### src/rtl/rv32_pkg.sv
// Shared RV32 load/store definitions: funct3 width codes, LSU state type, writeback bundle.
// Latency: n/a (types and constants only).
// Backpressure: n/a.
//
// Contents:
//   F3_*        funct3 encodings for loads/stores
//   lsu_state_t memory-stage FSM state
//   wb_t        registered writeback bundle, WB_BUBBLE is its all-zero bubble value
package rv32_pkg;

    localparam logic [2:0] F3_B  = 3'b000;
    localparam logic [2:0] F3_H  = 3'b001;
    localparam logic [2:0] F3_W  = 3'b010;
    localparam logic [2:0] F3_BU = 3'b100;
    localparam logic [2:0] F3_HU = 3'b101;

    typedef enum logic {
        IDLE = 1'b0,
        BUSY = 1'b1
    } lsu_state_t;

    typedef struct packed {
        logic [31:0] alu;
        logic [31:0] d;
        logic [4:0]  rd;
        logic [2:0]  f3;
        logic        reg_w_en;
        logic        d_r_en;
        logic        d_w_en;
        logic        misalign;
        logic        bus_err;
    } wb_t;

    // A bubble carries no data and no enables.
    localparam wb_t WB_BUBBLE = '0;

endpackage

### src/rtl/lsu_align.sv
// Byte-lane steering for RV32 loads/stores: store strobes/data, load right-align, legality.
// Latency: purely combinational.
// Backpressure: none; outputs follow inputs.
//
// Ports:
//   f3, off      funct3 and byte offset (address bits [1:0])
//   ld, st       access is a load / a store
//   rs2, rdata   store source and raw memory read data
//   be, wdata    byte strobes and lane-replicated store data
//   ld_data      read data shifted down to byte 0, upper bits zero
//   misalign     access is misaligned or has an illegal encoding
module lsu_align
    import rv32_pkg::*;
(
    input  logic [2:0]  f3,
    input  logic [1:0]  off,
    input  logic        ld,
    input  logic        st,
    input  logic [31:0] rs2,
    input  logic [31:0] rdata,
    output logic [3:0]  be,
    output logic [31:0] wdata,
    output logic [31:0] ld_data,
    output logic        misalign
);

    always_comb begin
        be    = 4'b0000;
        wdata = rs2;
        if (ld) begin
            // Loads always fetch the whole word; narrowing happens in writeback.
            be = 4'b1111;
        end else begin
            case (f3)
                F3_B: begin
                    be    = 4'b0001 << off;
                    wdata = {4{rs2[7:0]}};
                end
                F3_H: begin
                    be    = 4'b0011 << off;
                    wdata = {2{rs2[15:0]}};
                end
                F3_W:    be = 4'b1111;
                default: be = 4'b0000;
            endcase
        end
    end

    always_comb begin
        misalign = 1'b0;
        if (ld && st) begin
            misalign = 1'b1;
        end else if (ld) begin
            case (f3)
                F3_B, F3_BU: misalign = 1'b0;
                F3_H, F3_HU: misalign = off[0];
                F3_W:        misalign = (off != 2'b00);
                default:     misalign = 1'b1;
            endcase
        end else if (st) begin
            case (f3)
                F3_B:    misalign = 1'b0;
                F3_H:    misalign = off[0];
                F3_W:    misalign = (off != 2'b00);
                default: misalign = 1'b1;
            endcase
        end
    end

    assign ld_data = rdata >> {off, 3'b000};

endmodule

### src/rtl/mem_access_stage.sv
// RV32 memory-access stage: issues loads/stores on a valid/ack port, registers results for writeback.
// Latency: 1 cycle for non-memory ops; memory ops complete the edge after dm_ack (min 2 cycles).
// Backpressure: stall is high for every cycle a transaction is outstanding (registered, no ack path).
//
// Ports:
//   clk, rst                         clock, synchronous active-high reset
//   ex_*                             instruction from execute (sampled only while stall is low)
//   stall                            execute must hold its outputs
//   dm_req/we/addr/be/wdata          data-memory request, held stable while outstanding
//   dm_rdata, dm_ack                 data-memory response
//   ALU_out, d_out, alu_rd, f3,
//   alu_reg_w_en, d_r_en, d_w_en     registered writeback bundle
//   misalign, bus_err                one-cycle fault pulses
module mem_access_stage
    import rv32_pkg::*;
#(
    parameter int TIMEOUT = 255,
    parameter int ADDR_W  = 32
) (
    input  logic              clk,
    input  logic              rst,
    input  logic              ex_valid,
    input  logic [31:0]       ex_alu_out,
    input  logic [31:0]       ex_rs2,
    input  logic [4:0]        ex_rd,
    input  logic              ex_reg_w_en,
    input  logic [2:0]        ex_f3,
    input  logic              ex_d_r_en,
    input  logic              ex_d_w_en,
    output logic              stall,
    output logic              dm_req,
    output logic              dm_we,
    output logic [ADDR_W-1:0] dm_addr,
    output logic [3:0]        dm_be,
    output logic [31:0]       dm_wdata,
    input  logic [31:0]       dm_rdata,
    input  logic              dm_ack,
    output logic [4:0]        alu_rd,
    output logic [31:0]       ALU_out,
    output logic [31:0]       d_out,
    output logic              alu_reg_w_en,
    output logic [2:0]        f3,
    output logic              d_r_en,
    output logic              d_w_en,
    output logic              misalign,
    output logic              bus_err
);

    // Counter value on the last BUSY cycle before the abort fires.
    localparam logic [31:0] TMO_LAST = (TIMEOUT > 0) ? 32'(TIMEOUT - 1) : 32'd0;

    lsu_state_t  state;
    logic [31:0] tmo_cnt;
    wb_t         wb_q;

    // Instruction captured on acceptance of a memory op.
    logic [31:0] alu_q;
    logic [4:0]  rd_q;
    logic [2:0]  f3_q;
    logic [1:0]  off_q;
    logic        ld_q;
    logic        st_q;
    logic        rw_q;

    logic        busy;
    logic        is_mem;
    logic        tmo_hit;

    logic [2:0]  a_f3;
    logic [1:0]  a_off;
    logic        a_ld;
    logic        a_st;
    logic [3:0]  a_be;
    logic [31:0] a_wdata;
    logic [31:0] a_ld_data;
    logic        a_misalign;

    assign busy    = (state == BUSY);
    assign is_mem  = ex_d_r_en | ex_d_w_en;
    assign tmo_hit = (TIMEOUT != 0) && (tmo_cnt == TMO_LAST);

    // While BUSY the aligner only has to right-align read data, so it is fed
    // the captured instruction; in IDLE it sees the incoming one.
    assign a_f3  = busy ? f3_q  : ex_f3;
    assign a_off = busy ? off_q : ex_alu_out[1:0];
    assign a_ld  = busy ? ld_q  : ex_d_r_en;
    assign a_st  = busy ? st_q  : ex_d_w_en;

    lsu_align u_align (
        .f3       (a_f3),
        .off      (a_off),
        .ld       (a_ld),
        .st       (a_st),
        .rs2      (ex_rs2),
        .rdata    (dm_rdata),
        .be       (a_be),
        .wdata    (a_wdata),
        .ld_data  (a_ld_data),
        .misalign (a_misalign)
    );

    always_ff @(posedge clk) begin
        if (rst) begin
            state    <= IDLE;
            tmo_cnt  <= '0;
            wb_q     <= WB_BUBBLE;
            dm_req   <= 1'b0;
            dm_we    <= 1'b0;
            dm_addr  <= '0;
            dm_be    <= '0;
            dm_wdata <= '0;
            alu_q    <= '0;
            rd_q     <= '0;
            f3_q     <= '0;
            off_q    <= '0;
            ld_q     <= 1'b0;
            st_q     <= 1'b0;
            rw_q     <= 1'b0;
        end else begin
            // Every edge produces a bubble unless something completes.
            wb_q <= WB_BUBBLE;
            if (!busy) begin
                if (ex_valid) begin
                    if (!is_mem) begin
                        wb_q.alu      <= ex_alu_out;
                        wb_q.rd       <= ex_rd;
                        wb_q.reg_w_en <= ex_reg_w_en;
                        wb_q.f3       <= ex_f3;
                    end else if (a_misalign) begin
                        // Dropped without touching the bus.
                        wb_q.misalign <= 1'b1;
                    end else begin
                        alu_q    <= ex_alu_out;
                        rd_q     <= ex_rd;
                        f3_q     <= ex_f3;
                        off_q    <= ex_alu_out[1:0];
                        ld_q     <= ex_d_r_en;
                        st_q     <= ex_d_w_en;
                        rw_q     <= ex_reg_w_en;
                        dm_req   <= 1'b1;
                        dm_we    <= ex_d_w_en;
                        dm_addr  <= {ex_alu_out[ADDR_W-1:2], 2'b00};
                        dm_be    <= a_be;
                        dm_wdata <= a_wdata;
                        tmo_cnt  <= '0;
                        state    <= BUSY;
                    end
                end
            end else begin
                // Ack is checked first so it wins over a simultaneous timeout.
                if (dm_ack) begin
                    wb_q.alu      <= alu_q;
                    wb_q.d        <= ld_q ? a_ld_data : 32'd0;
                    wb_q.rd       <= rd_q;
                    wb_q.f3       <= f3_q;
                    wb_q.reg_w_en <= rw_q;
                    wb_q.d_r_en   <= ld_q;
                    wb_q.d_w_en   <= st_q;
                    dm_req        <= 1'b0;
                    tmo_cnt       <= '0;
                    state         <= IDLE;
                end else if (tmo_hit) begin
                    wb_q.bus_err <= 1'b1;
                    dm_req       <= 1'b0;
                    tmo_cnt      <= '0;
                    state        <= IDLE;
                end else begin
                    tmo_cnt <= tmo_cnt + 32'd1;
                end
            end
        end
    end

    assign stall        = busy;
    assign ALU_out      = wb_q.alu;
    assign d_out        = wb_q.d;
    assign alu_rd       = wb_q.rd;
    assign f3           = wb_q.f3;
    assign alu_reg_w_en = wb_q.reg_w_en;
    assign d_r_en       = wb_q.d_r_en;
    assign d_w_en       = wb_q.d_w_en;
    assign misalign     = wb_q.misalign;
    assign bus_err      = wb_q.bus_err;

endmodule
### config.mk
export PLATFORM = sky130hd
export DESIGN_NAME = mem_access_stage
export DESIGN_NICKNAME = d
export VERILOG_FILES = /design/src/rtl/rv32_pkg.sv /design/src/rtl/lsu_align.sv /design/src/rtl/mem_access_stage.sv
export SDC_FILE = /design/constraint.sdc
export NUM_CORES = 1
export LEC_CHECK = 0
export CAP_MARGIN = 30
export CELL_PAD_IN_SITES_DETAIL_PLACEMENT = 2
export CELL_PAD_IN_SITES_GLOBAL_PLACEMENT = 2
export CORE_MARGIN = 2
export CORE_UTILIZATION = 27
export DETAILED_ROUTE_END_ITERATION = 16
export PLACE_DENSITY_LB_ADDON = 0.1
export SLEW_MARGIN = 20
export SYNTH_ARGS = -nofsm -noshare
export SYNTH_HDL_FRONTEND = slang
export SYNTH_HIERARCHICAL = 1
export SYNTH_SLANG_ARGS = --single-unit
export TNS_END_PERCENT = 5
### constraint.sdc
create_clock -name clk -period 4 [get_ports clk]
set_input_delay 0.6 -clock clk [delete_from_list [all_inputs] [get_ports clk]]
set_output_delay 0.6 -clock clk [all_outputs]
set_load 0.01 [all_outputs]
==> results by group <==
Run status
  • Status: finished, final reports clean

Timing
  • Post-Route Skew: 0.0180 ns
  • Minimum clock period: 3.35 ns
  • Achievable frequency: 298 MHz
  • Final hold vios: 0
  • Final period utilization: 0.838
  • Rel. slew slack: 0.446
  • RSZ-0062 raised after global routing: no
  • Max-slew violations: 0
  • Post-layout worst setup margin: 0.649 ns
  • Final setup viols: 0
  • Worst Max-Slew Pin Slew: 0.829 ns
  • Final setup TNS: 0 ns

Detailed routing
  • Vias per inst: 4.77
  • DR vias: 7223
  • DR WL/cell: 18.3 um
  • Antenna-violating nets left: 0
  • Number of remaining DRC errors: 0
  • Final wirelength: 27800 um
  • First-iteration detailed-routing DRC count: 284
  • Drt pass-1 iters: 4

Finish
  • Layout cells sized above 1: 0.0836
  • # diodes: 0
  • Commonest non-fill, non-tap cell in the layout: clkdlybuf4s50_1
  • Area of the multi-input gates: 3700 um2
  • Fin cells: 1515
  • Final Net Count: 1225
  • Syn-to-layout area delta: 40.8%
  • Commonest cells after routing, fill and taps aside: 255 x clkdlybuf4s50_1, 190 x dfxtp_1, 187 x nand2_1
  • # fillers: 3266
  • Fin util: 0.385
  • Final Cell Area: 11400 um2
  • Register area: 3800 um2

Clock tree
  • CTS Buffer Depth: 2
  • CTS tree: yes
  • TritonCTS Buffers: 17
  • Worst skew pair latency: 0.45 ns
  • CTS clk-pin slew, worst paths: 0.08 ns
  • Clock sink count: 190
  • H-tree levels: 4
  • Post-CTS Resized: 0
  • # hold bufs at CTS: 0
  • Post-CTS setup buffer count: 0
  • Root Driver: clkbuf_16

Floorplanning
  • IO Pins: 259
  • Initial Util: 0.273
  • Site Rows: 63
  • Die height: 177 um
  • Core Footprint: 29600 um2
  • Die Wd: 177 um
  • Die Area: 31300 um2

GRT
  • All-layer global routing usage: 0.178
  • GRT overflow: 0
  • First-pass GRT wire length: 43500 um
  • Largest net degree at the start of global routing: 46
  • Vias in the first global route: 7534
  • Initial antenna violation count: 0

Synth
  • Asr flop ratio synth: 0
  • Mapped cell area: 8080 um2
  • Synth area leaders: dfxtp_1 47%, nand2_1 8.7%, a21oi_1 6.4%, a22o_1 4.3%, buf_4 3.9%
  • Synth Instances: 924
  • Yosys reg bits: 190
  • Synth Warn #: 6
  • Post-Synth Simple-Gate Area: 0.219
  • Main flop type after synthesis: dfxtp_1
  • Seq/Total Area, Yosys: 0.471
  • EDFF count, synth: 0
  • Largest family of logic cells by synthesized area: simple AND/OR/NAND/NOR gates
  • Compound-Gate Fraction of Synth Area: 0.141
  • Xor/xnor share of the synthesized area: 0.0271
  • Syn_area_per_cell: 8.74 um2
  • Post-synth top area share: 0.471
  • Netlist cell types: 56
  • Adder-Cell Fraction of Synth Area: 0.00310
  • Yosys top cell by area: dfxtp_1
  • Multiplexer share of the synthesized area: 0.0631

Min path
  • Hold endpoint: dm_wdata[7]
  • Cell count of the worst hold path: 2
  • Hold WC Path Type: reg -> reg
  • Hold wc startpoint: dm_wdata[7]

Worst setup path
  • R2r setup slk: 0.65 ns
  • CP startpoint kind: flip-flop
  • Reg-to-reg startpoint: stall
  • Crit path kind: reg -> reg
  • Worst r2r path cells: 10
  • Crit. End Element: flip-flop
  • Worst path required time: 4.33 ns
  • Reg-to-reg endpoint: tmo_cnt[10]
  • Worst Path Arrival: 3.68 ns
  • Max Fanout on Critical Path: 15

Placement
  • Post-place setup slack: 0.273 ns
  • HPWL Detailed: 19000 um
  • Post-DP Area: 10700 um2
  • Number of I/O port buffers: 256
  • # placed instances: 1483
  • Gpl congestion: 0.734

Pwr
  • Peak supply drop: 0.290 mV
  • Pleak: 0.00413 uW
  • PD cells: 399 nW/um2

Run
  • Max_cap viols: 0
-- critical path, stage by stage (launching register included) --
cell and delay [ns]:
dfxtp_1 0.62, mux2_2 0.50, a21o_2 0.21, a21oi_1 0.14, a221oi_1 0.08, o21ba_1 0.33, a21o_1 0.23, nor2_1 0.09
a21oi_2 0.61, buf_4 0.34, nor2_1 0.07
-- layer usage --
layer | wire, um | vias up | GRT usage
met1 | 13100 | 3565 | 0.235
met5 | 0 | - | 0
met3 | 1210 | 9 | 0.0421
met4 | 136 | 0 | 0.0331
met2 | 13300 | 145 | 0.296
li1 | - | 3504 | -
-- kinds of logic (layout without fill, tap and decap cells) --
logic type,count (synthesis),after routing
XOR/XNOR,25,25
other,1,2
flip-flops,190,190
AO/OA/AOI/OAI,183,183
AND/OR/NAND/NOR,365,365
multiplexers,48,48
adder cells (fa/ha/maj),2,2
buffers and inverters,110,310
-- power by group --
part           switching, uW  total, uW  internal (uW)  leakage [uW]
Clock                    958       1840            881      0.000305
Sequential              43.0       2000           1960       0.00154
Combinational            363        698            335       0.00228
-- stage by stage --
stage,hold WS (ns),power [uW]
2_1_floorplan,0.437,2410
3_3_place_gp,0.440,2740
3_5_place_dp,0.451,2750
4_1_cts,0.462,4610
5_1_grt,0.479,4760
6_report,0.460,4540
-- area by class of cell --
cell class                 instances  area share
clock buffer                      17      0.0374
clock inverter                    15      0.0193
inverter                           3    0.000990
multi-input combinational        625       0.325
sequential                       190       0.334
tap                              390      0.0429
timing repair buffer             275       0.240
-- cells in the mapped netlist, types with 11 or more instances --
cell type	number
nor2_1	49
clkbuf_1	47
and2_1	11
mux2i_1	25
mux2_2	23
dfxtp_1	190
a22o_1	40
buf_4	42
buf_2	15
a21oi_1	103
o21ai_0	14
and3_1	35
nand2_1	187
nor4_1	16
xnor2_1	20
-- state kept, by name, summed over array words and instances (netlist names) --
| signal | cells |
|---|---|
| alu_rd | 5 |
| ld_q | 1 |
| d_w_en | 1 |
| alu_q | 32 |
| st_q | 1 |
| d_out | 32 |
| rw_q | 1 |
| dm_req | 1 |
| dm_be | 4 |
| alu_reg_w_en | 1 |
| f3_q | 3 |
| rd_q | 5 |
| misalign | 1 |
| dm_wdata | 32 |
| f3 | 3 |
| d_r_en | 1 |
| stall | 1 |
| ALU_out | 32 |
| bus_err | 1 |
| tmo_cnt | 32 |
-- how the worst max path moves through the flow --
stage                     slack, ns     endpoint  startpoint  depth (start not counted)
after CTS                      0.60  tmo_cnt[10]       stall                         10
after floorplan                0.66  tmo_cnt[30]       stall                         11
after global placement         0.35  tmo_cnt[17]   ex_d_r_en                         10
after detailed placement       0.27  tmo_cnt[22]    ex_f3[1]                         11
final                          0.65  tmo_cnt[10]       stall                         10
after global routing           0.38  tmo_cnt[23]       stall                         10
Power figures use the tool's default switching activity.
